### config.mk
export PLATFORM = sky130hd
export DESIGN_NAME = sd_sector_sched
export DESIGN_NICKNAME = d
export VERILOG_FILES = /design/src/rtl/sd_sector_sched.sv
export SDC_FILE = /design/constraint.sdc
export NUM_CORES = 1
export LEC_CHECK = 0
export CAP_MARGIN = 20
export CORE_MARGIN = 4
export CORE_UTILIZATION = 45
export CTS_BUF_LIST = sky130_fd_sc_hd__clkbuf_16
export DETAILED_ROUTE_END_ITERATION = 8
export HOLD_SLACK_MARGIN = 0.08
export PLACE_DENSITY = 0.69
export SLEW_MARGIN = 10
export SYNTH_ARGS = -nofsm -noshare
export SYNTH_HDL_FRONTEND = slang
export SYNTH_SLANG_ARGS = --single-unit
### constraint.sdc
create_clock -name SD_clk -period 2.31 [get_ports SD_clk]
set_input_delay 0.231 -clock SD_clk [delete_from_list [all_inputs] [get_ports SD_clk]]
set_output_delay 0.231 -clock SD_clk [all_outputs]
set_load 0.02 [all_outputs]
### src/rtl/sd_sector_sched.sv
`timescale 1ns/1ps
// Frame-level SD write sequencer.
// For each sector it waits for one sector of data in the readback FIFO, then issues a
// single block write to the SD engine. It then waits for that write to complete and moves
// on to the next sector address. It ends by pulsing frame_done, or by raising a sticky
// timeout flag.
module sd_sector_sched #(
  parameter logic [15:0]     SEC_PER_FRAME = 16'd2048,
  parameter int unsigned     FIFO_CNT_W    = 11,
  parameter logic [10:0]     BYTES_PER_SEC = 11'd512,
  parameter logic [23:0]     TIMEOUT_CYC   = 24'd2000000
) (
  input  logic                  SD_clk,
  input  logic                  rst_n,
  input  logic                  init_done,
  input  logic                  start,
  input  logic [31:0]           frame_sec,
  input  logic [FIFO_CNT_W-1:0] fifo_rdcnt,
  input  logic                  write_o,
  output logic                  write_req,
  output logic [31:0]           sec,
  output logic                  busy,
  output logic                  frame_done,
  output logic                  err_timeout,
  output logic [15:0]           sec_cnt
);

  localparam int unsigned SEC_W = 32;
  localparam int unsigned CNT_W = 16;
  localparam int unsigned TMO_W = 24;

  typedef enum logic [2:0] {
    IDLE      = 3'd0,
    WAIT_DATA = 3'd1,
    REQ       = 3'd2,
    WAIT_DONE = 3'd3,
    NEXT      = 3'd4
  } state_e;

  state_e             state_q, state_d;
  logic [SEC_W-1:0]   sec_q, sec_d;
  logic [CNT_W-1:0]   sec_cnt_q, sec_cnt_d;
  logic [TMO_W-1:0]   tmo_q, tmo_d;
  logic               busy_q, busy_d;
  logic               err_q, err_d;
  logic               write_req_q, write_req_d;
  logic               frame_done_q, frame_done_d;
  logic               write_o_q;

  logic               fifo_ready_c;
  logic               done_rise_c;
  logic               tmo_hit_c;
  logic [CNT_W-1:0]   sec_cnt_inc_c;

  assign fifo_ready_c  = 32'(fifo_rdcnt) >= 32'(BYTES_PER_SEC);
  assign done_rise_c   = write_o & ~write_o_q;
  assign tmo_hit_c     = (tmo_q == TMO_W'(TIMEOUT_CYC - 24'd1));
  assign sec_cnt_inc_c = CNT_W'(sec_cnt_q + 16'd1);

  // State and registered outputs; write_o is delayed one cycle for completion-edge detection.
  always_ff @(posedge SD_clk) begin
    if (!rst_n) begin
      state_q      <= IDLE;
      sec_q        <= '0;
      sec_cnt_q    <= '0;
      tmo_q        <= '0;
      busy_q       <= 1'b0;
      err_q        <= 1'b0;
      write_req_q  <= 1'b0;
      frame_done_q <= 1'b0;
      write_o_q    <= 1'b0;
    end else begin
      state_q      <= state_d;
      sec_q        <= sec_d;
      sec_cnt_q    <= sec_cnt_d;
      tmo_q        <= tmo_d;
      busy_q       <= busy_d;
      err_q        <= err_d;
      write_req_q  <= write_req_d;
      frame_done_q <= frame_done_d;
      write_o_q    <= write_o;
    end
  end

  // Next-state logic; write_req/frame_done are computed one cycle early so the registered
  // versions line up with the REQ and NEXT states respectively.
  always_comb begin
    state_d      = state_q;
    sec_d        = sec_q;
    sec_cnt_d    = sec_cnt_q;
    tmo_d        = tmo_q;
    busy_d       = busy_q;
    err_d        = err_q;
    write_req_d  = 1'b0;
    frame_done_d = 1'b0;

    case (state_q)
      IDLE: begin
        if (start && init_done) begin
          sec_d     = frame_sec;
          sec_cnt_d = '0;
          err_d     = 1'b0;
          busy_d    = 1'b1;
          state_d   = WAIT_DATA;
        end
      end
      WAIT_DATA: begin
        if (fifo_ready_c) begin
          write_req_d = 1'b1;
          state_d     = REQ;
        end
      end
      REQ: begin
        tmo_d   = '0;
        state_d = WAIT_DONE;
      end
      WAIT_DONE: begin
        tmo_d = TMO_W'(tmo_q + 24'd1);
        // A completion edge takes priority over a timeout in the same cycle.
        if (done_rise_c) begin
          sec_cnt_d    = sec_cnt_inc_c;
          frame_done_d = (sec_cnt_inc_c == SEC_PER_FRAME);
          state_d      = NEXT;
        end else if (tmo_hit_c) begin
          err_d   = 1'b1;
          busy_d  = 1'b0;
          state_d = IDLE;
        end
      end
      NEXT: begin
        if (sec_cnt_q == SEC_PER_FRAME) begin
          busy_d  = 1'b0;
          state_d = IDLE;
        end else begin
          sec_d   = SEC_W'(sec_q + 32'd1);
          state_d = WAIT_DATA;
        end
      end
      default: begin
        busy_d  = 1'b0;
        state_d = IDLE;
      end
    endcase

    // Losing card initialisation abandons the frame silently, keeping any timeout flag.
    if ((state_q != IDLE) && !init_done) begin
      state_d      = IDLE;
      busy_d       = 1'b0;
      write_req_d  = 1'b0;
      frame_done_d = 1'b0;
    end
  end

  assign write_req   = write_req_q;
  assign sec         = sec_q;
  assign busy        = busy_q;
  assign frame_done  = frame_done_q;
  assign err_timeout = err_q;
  assign sec_cnt     = sec_cnt_q;

endmodule

# After elaboration in Yosys (flattened, before gate mapping)
# Index checks and enable logic that the tools add are counted.
dict set report word_totals {
  register_bits 80
  word_cells 75
  in_bits 48
  out_inout_bits 52
}
dict set report classes {
  bitwise 7
  n_lt_le_gt_ge 1
  mux 23
  n_addsub 3
  eq_ne 15
  n_reduce_logical 17
}
# op n
set op_table {}
lappend op_table {{$mux 32} 2}
lappend op_table {{$pmux 32 s2} 1}
lappend op_table {{$pmux 24 s2} 1}
lappend op_table {{$add 32x1->32 const B} 1}
lappend op_table {{$eq 16x12->1 const B} 2}
lappend op_table {{$mux 16} 2}
lappend op_table {{$pmux 16 s2} 1}
lappend op_table {{$add 24x1->24 const B} 1}
lappend op_table {{$eq 24x21->1 const B} 1}
lappend op_table {{$add 16x1->16 const B} 1}
lappend op_table {{$pmux 3 s5} 1}
lappend op_table {{$ne 2x2->1 const B} 7}
lappend op_table {{$mux 3} 4}
lappend op_table {{$ge 11x10->1 const B} 1}
lappend op_table {{$mux 1} 9}
lappend op_table {{$reduce_and 3->1} 3}
lappend op_table {{$eq 3x2->1 const B} 2}
lappend op_table {{$not 1->1} 6}
lappend op_table {{$reduce_bool 2->1} 3}
lappend op_table {{$reduce_and 5->1} 1}
lappend op_table {{$pmux 1 s4} 1}
lappend op_table {{$reduce_and 4->1} 1}
lappend op_table {{$reduce_or 2->1} 2}
lappend op_table {{$reduce_or 4->1} 1}
lappend op_table {{other kinds (10)} 11}

# Longest topological paths before layout
# Gate-level depths: netlist (run 1).
dict set report depth {
  depth_word 4
  ltp_mapped 9
  mapped_depth_nobuf 7
}

# Worst setup path after synthesis (run 1)
# No wires, ideal clock.
dict set report synth_timing {
  kind {reg-to-reg}
  start {register sec_cnt_q[0] (netlist: sec_cnt[0])}
  end {register sec_q[29] (netlist: sec[29])}
  path_stages_with_launch 10
  required_ps 2188
  slack_ps 244
  arrival_time_ps 1944
  cell_sequence {dfxtp_1 -> buf_2 -> inv_1 -> ha_1 -> nor3b_1 -> nand4_2 -> o21a_1 -> buf_2 -> o31ai_1 -> a221o_1}
}
dict set report synth_between {
  elab_chain_cells 3
}
# item line
set synth_lines {}
lappend synth_lines {{start: declaration} 42} ;# logic [CNT_W-1:0] sec_cnt_q, sec_cnt_d;
lappend synth_lines {{start signal: assignment} 75} ;# sec_cnt_q <= sec_cnt_d;
lappend synth_lines {{$eq 16x12->1} 131} ;# if (sec_cnt_q == SEC_PER_FRAME) begin
lappend synth_lines {{$ne 2x2->1 (no line)} --}
lappend synth_lines {{$reduce_and 3->1 (no line)} --}
lappend synth_lines {{end signal: assignment} 64} ;# sec_q <= '0;
lappend synth_lines {{end signal: assignment} 74} ;# sec_q <= sec_d;
lappend synth_lines {{end: declaration} 41} ;# logic [SEC_W-1:0] sec_q, sec_d;
# Every way passes these cells.
# A chain may end at the register's enable or synchronous reset.

# Worst setup path after layout (run 1)
dict set report layout_timing {
  start {register sec_q[0] (netlist: sec[0])}
  end {register sec_q[26] (netlist: sec[26])}
}
dict set report layout_between {
  elab_chain_cells 3
}
# item line
set layout_lines {}
lappend layout_lines {{$add 32x1->32} 135} ;# sec_d = SEC_W'(sec_q + 32'd1);
lappend layout_lines {{$mux 32} 131}
lappend layout_lines {{$pmux 32 s2} 97} ;# case (state_q)
# Every way passes these cells. The select of a mux whose other input is x is not followed.

==> results.ini, run 1 <==
[worst_setup_path]
criticalPathCategory=flop to flop
crit_arrival_ns=2.37
critical_path_required_ns=2.58
crit_path_start_kind=flop
crit_fanout=18
end_kind=flop

[layout]
layout_commonest_cell=clkdlybuf4s50_1
nets=798
drive_above_1_share=0.112
areaGrowthSynthToFinish_pct=30.1
insertedDiodeCount=0
final_util=0.599
mostFrequentLayoutCells=clkdlybuf4s50_1 (90), dfxtp_1 (80), nor2_1 (74)

[routing]
final_antenna_net_count=0
wl_um=15400
drt_iter0_markers=446
wl_met1_um=6960
drc=0
top_layer_used=met4
avgViaCountPerCell=6.19
detail_route.first_pass.iterations=5
wl_per_cell_um=17.3
wl_met2_um=7140
vias=5512
wl_met3_um=979

[logic_synthesis]
synthFlopType=dfxtp_1
synth_seq_area_share=0.321
postSynthCellCount=657
ys_warn_count=0
ys_types=74
synth_area_per_cell_um2=7.60
synth_seq_cells=80
async_reset_ff_frac=0
synth_area_mm2=0.00500
synth_nets=710
synth_edf_count=0

[timing]
post-route-period-util=0.907
final.setup.tns_ns=0
hold_viol=0
slew_viol_final=0
slew_headroom=0.575
setup_viol=0
rsz0062_at_grt=no
finalHoldWorstSlack_ns=0.516
fmax_ghz=0.477
worst_pin_slew_ns=0.637
fin_worst_skew_ns=0.00591
final.min_clock_period_ns=2.10

[clock_tree]
cts_resized=0
clock-sinks=80
root_buffer=clkbuf_16
cts_max_level=3
cts-hold-fix-buffers=0
numCtsBuffers=9
cts_tree=done
ctsLongestPathBuffers=2
insertion_delay_ns=0.35
cts_setup_buffers=0
clk_transition_reported_paths_ns=0.06

[power_and_ir_drop]
power.total_uw=3620
peakVddDrop_uv=458
p_per_area_mw_per_mm2=557
p_leak_uw=0.00230

[die]
top_level_ports=100
die_y_um=113
initial_core_util=0.461
die_area_mm2=0.0129
die_w_um=113
row_count=38
core_area_mm2=0.0108

[flow_run]
drv_cap=0

[global_routing]
grt_usage=0.239
grt_max_degree=36
grt_pass1_vias=5187
grt-ovfl-total=0
antenna_found_initial=0
grt_pass1_wl_um=25200

[hold_path]
hold_path_class=flop to flop

[placed_design]
post-dp-hpwl_um=10800
port-buffer-count=90
gp_congestion=0.891

[status]
outcome=completed

-- routing by layer --
metal	vias up	GRT usage
met1	2619	0.321
li1	2657	-
met5	-	0
met4	0	0.100
met2	212	0.380
met3	24	0.0374
-- cell usage after synthesis (all sizes together), types with 6 or more instances --
cell     n  area (um^2)
a21oi   48          240
a22oi   13         97.6
a31oi   17          106
and2     6         37.5
and3    12         75.1
buf     23          120
clkbuf  32          120
dfxtp   80         1600
inv     15         56.3
nand2   54          203
nand3   24          125
nand4   31          206
nor2    75          284
nor3    26          141
nor4    17          128
nor4b    7         67.6
o21ai   36          191
o22ai    7         43.8
o32ai   11         96.3
or4      6         45.0
xnor2    9         78.8
xor2     8         70.1
-- critical path, stage by stage, from the launching register on --
cell,delay [ns]
dfxtp_1,0.47
ha_1,0.29
nand4_1,0.21
nor4_4,0.18
buf_4,0.27
nand4_1,0.16
o31a_1,0.27
o22ai_1,0.16
-- registers in the layout (all words and copies together) (netlist names) --
| signal | cells |
|---|---|
| busy | 1 |
| err_timeout | 1 |
| frame_done | 1 |
| sec | 32 |
| sec_cnt | 16 |
| state_q | 3 |
| tmo_q | 24 |
| write_o_q | 1 |
| write_req | 1 |
-- kinds of logic (layout without fill, tap and decap cells) --
| kind of cell | after synthesis | count (layout) | synth area share |
|---|---|---|---|
| AO/OA/AOI/OAI | 191 | 191 | 0.258 |
| adder cells (fa/ha/maj) | 5 | 5 | 0.0125 |
| XOR/XNOR | 17 | 17 | 0.0298 |
| multiplexers | 4 | 4 | 0.00826 |
| AND/OR/NAND/NOR | 290 | 290 | 0.311 |
| flip-flops | 80 | 80 | 0.321 |
| buffers and inverters | 70 | 163 | 0.0594 |
-- report_power, final --
group          switching [uW]  internal [uW]
sequential               71.7           1440
clock                     604            946
combinational             297            267
-- cell type report --
cell class | instances | area, um^2
fill | 1003 | 4340
multi-input combinational | 507 | 3100
sequential | 80 | 1600
timing repair buffer | 132 | 1240
clock buffer | 9 | 225
tap | 140 | 175
clock inverter | 7 | 96.3
inverter | 15 | 56.3
-- worst paths after layout --
check | start | end | slack, ns | cells after the start
setup / recovery | sec[0]$_SDFFE_PN0P_ | sec[26]$_SDFFE_PN0P_ | 0.21 | 7
hold reg to reg | tmo_q[20]$_SDFFE_PN0P_ | tmo_q[20]$_SDFFE_PN0P_ | 0.52 | 2
hold / removal | tmo_q[20]$_SDFFE_PN0P_ | tmo_q[20]$_SDFFE_PN0P_ | 0.52 | 2
setup reg to reg | sec[0]$_SDFFE_PN0P_ | sec[26]$_SDFFE_PN0P_ | 0.21 | 7
-- stage by stage --
step                      area [um^2]  std cells  setup WS, ns
after floorplan                  5000        657         0.244
after global placement           6180        874         0.222
after detailed placement         6180        874         0.210
after CTS                        6500        890         0.220
after global routing             6500        890        0.0320
final                            6500        890         0.214
Note: power is estimated with default switching activity, not from simulation.
==> run 2, diff against run 1 <==
- CTS_CLUSTER_DIAMETER: unset -> 200
==> results of run 2 <==
The final DEF is identical to that of run 1; final timing and power are the same.
==> variant: new RTL, flow settings as in run 1 <==
Register the inputs `init_done`, `start`, `frame_sec`, `fifo_rdcnt` and `write_o` before use, without a reset. The logic sees them one clock later. Comments in the files are not updated.
--- a/src/rtl/sd_sector_sched.sv
+++ b/src/rtl/sd_sector_sched.sv
@@ -37,6 +37,20 @@
     NEXT      = 3'd4
   } state_e;
 
+  logic init_done_q;
+  logic start_q;
+  logic [31:0] frame_sec_q;
+  logic [FIFO_CNT_W-1:0] fifo_rdcnt_q;
+  logic write_o_r;
+
+  always_ff @(posedge SD_clk) begin
+    init_done_q  <= init_done;
+    start_q      <= start;
+    frame_sec_q  <= frame_sec;
+    fifo_rdcnt_q <= fifo_rdcnt;
+    write_o_r    <= write_o;
+  end
+
   state_e             state_q, state_d;
   logic [SEC_W-1:0]   sec_q, sec_d;
   logic [CNT_W-1:0]   sec_cnt_q, sec_cnt_d;
@@ -52,8 +66,8 @@
   logic               tmo_hit_c;
   logic [CNT_W-1:0]   sec_cnt_inc_c;
 
-  assign fifo_ready_c  = 32'(fifo_rdcnt) >= 32'(BYTES_PER_SEC);
-  assign done_rise_c   = write_o & ~write_o_q;
+  assign fifo_ready_c  = 32'(fifo_rdcnt_q) >= 32'(BYTES_PER_SEC);
+  assign done_rise_c   = write_o_r & ~write_o_q;
   assign tmo_hit_c     = (tmo_q == TMO_W'(TIMEOUT_CYC - 24'd1));
   assign sec_cnt_inc_c = CNT_W'(sec_cnt_q + 16'd1);
 
@@ -78,7 +92,7 @@
       err_q        <= err_d;
       write_req_q  <= write_req_d;
       frame_done_q <= frame_done_d;
-      write_o_q    <= write_o;
+      write_o_q    <= write_o_r;
     end
   end
 
@@ -96,8 +110,8 @@
 
     case (state_q)
       IDLE: begin
-        if (start && init_done) begin
-          sec_d     = frame_sec;
+        if (start_q && init_done_q) begin
+          sec_d     = frame_sec_q;
           sec_cnt_d = '0;
           err_d     = 1'b0;
           busy_d    = 1'b1;
@@ -143,7 +157,7 @@
     endcase
 
     // Losing card initialisation abandons the frame silently, keeping any timeout flag.
-    if ((state_q != IDLE) && !init_done) begin
+    if ((state_q != IDLE) && !init_done_q) begin
       state_d      = IDLE;
       busy_d       = 1'b0;
       write_req_d  = 1'b0;
Behaviour: not the same (Yosys sat finds a counterexample within 4 cycles, from zero or initial values and one cycle with rst_n low).
==> variant against run 1 <==
  * Sequential cell count is 37 higher
  * Cell area is 13% higher
  * Routed wire length is 1.9% higher
  * Worst setup slack better by 0.0085 ns
  * Power is 34% higher
  * Critical path depth is 1 lower
  * Critical endpoint is now frame_done
  * Maximum frequency is 0.41% higher
  * Area after synthesis is 14% higher
==> variant: results (changes against run 1) <==
[metrics] leakage power total: 2.718 nW (+18%)
[metrics] fraction of the yosys area taken by sequential cells: 41.10% (+9.0 points)
[metrics] HP Class: input pin to flip-flop
[metrics] Placement Cell Area: 6843 um2 (+11%)
[metrics] Synth cell types: 73 (-1.4%)
[metrics] FF-to-FF Start: sec_cnt[1]
[metrics] share of cells above drive strength 1: 11.05% (-0.15 points)
[metrics] Post-Route Skew: 0.004252 ns (-0.001654 ns)
[metrics] number of H-tree levels: 4 (+1)
[metrics] gp weighted congestion: 0.8796 (-1.3%)
[metrics] data arrival time of the critical path: 2.41 ns (+0.04 ns)
[metrics] Final HPWL DP: 10,480 um (-2.6%)
[metrics] largest net degree at the start of global routing: 62 (+72%)
[metrics] placement-stage worst setup slack: 0.2643 ns (+0.05436 ns)
[metrics] vias after detailed routing: 5,685 (+3.1%)
[metrics] synthesized netlist net count: 736 (+3.7%)
[metrics] Clk Latency, worst-skew pair: 0.42 ns (+0.07 ns)
[metrics] max_slew headroom: 58.86% (+1.3 points)
[metrics] CTS Buf Count: 17 (+8)
[metrics] outcome: completed
[metrics] maximum fanout encountered on the critical timing path: 9 (-9)
[metrics] biggest area contributors in the synthesized netlist: dfxtp_1 (41%), nand2_1 (5.0%), a21oi_1 (4.9%), nor2_1 (4.6%), nand3_1 (2.9%)
[metrics] initial DRC count: 513 (+15%)
[metrics] global-route wire length before repair: 25,910 um (+2.9%)
[metrics] number of global-route vias before repair: 5,301 (+2.2%)
[variant: cell count changes in the layout (fill, tap and decap cells not counted), sizes merged, moves of 7 or more]
cell,delta
clkbuf,+8
a41oi,+7
nand2,+22
dfxtp,+37
buf,-10
a21oi,+8
nand3,+10
o21ai,-17
xnor2,-8
nand4,-8
[variant: logic make-up after synthesis]
kind of cell             Yosys count  synth area share, %
AND/OR/NAND/NOR                  300                27.57
AO/OA/AOI/OAI                    189                23.07
flip-flops                       117                41.10
buffers and inverters             61                5.203
multiplexers                       8                1.493
adder cells (fa/ha/maj)            5                1.098
XOR/XNOR                           3               0.4611
[variant: stage by stage]
stage / hold slack, ns / std cells
6_report: 0.2553 / 955
5_1_grt: 0.2375 / 955
4_1_cts: 0.2430 / 955
3_5_place_dp: 0.4761 / 924
3_3_place_gp: 0.4598 / 924
2_1_floorplan: 0.2587 / 683
[variant: final cells by class]
type / count / area (um2)
Fill cell: 1119 / 4861
Multi-Input combinational cell: 505 / 3067
Sequential cell: 117 / 2342
Timing Repair Buffer: 122 / 1179
Clock buffer: 17 / 425.4
Tap cell: 168 / 210.2
Clock inverter: 14 / 82.58
Inverter: 12 / 45.04
[variant: power groups by stage]
stage / Sequential [W] / Combinational [W] / Clock, W
final: 0.00217 / 0.000403 / 0.00228
after CTS: 0.00217 / 0.000404 / 0.00232
after global routing: 0.00218 / 0.000435 / 0.00241
after floorplan: 0.00223 / 0.000177 / 0
after detailed placement: 0.00221 / 0.000402 / 0
after global placement: 0.00221 / 0.000396 / 0
[variant: worst paths after layout]
kind	end	slack (ns)	depth (start not counted)
worst max register to register	frame_done	0.22	6
worst min register to register	tmo_q[1]	0.49	2
worst min-delay path	frame_sec_q[26]	0.26	1
worst max-delay path	frame_done	0.22	6
[variant: layer usage]
layer,up-vias,GRT usage [%],share of wire (%)
li1,2752,-,-
met1,2718,29.04,47
met2,195,33.95,46
met3,20,5.940,6.0
met4,0,7.861,1.1
met5,-,0,0
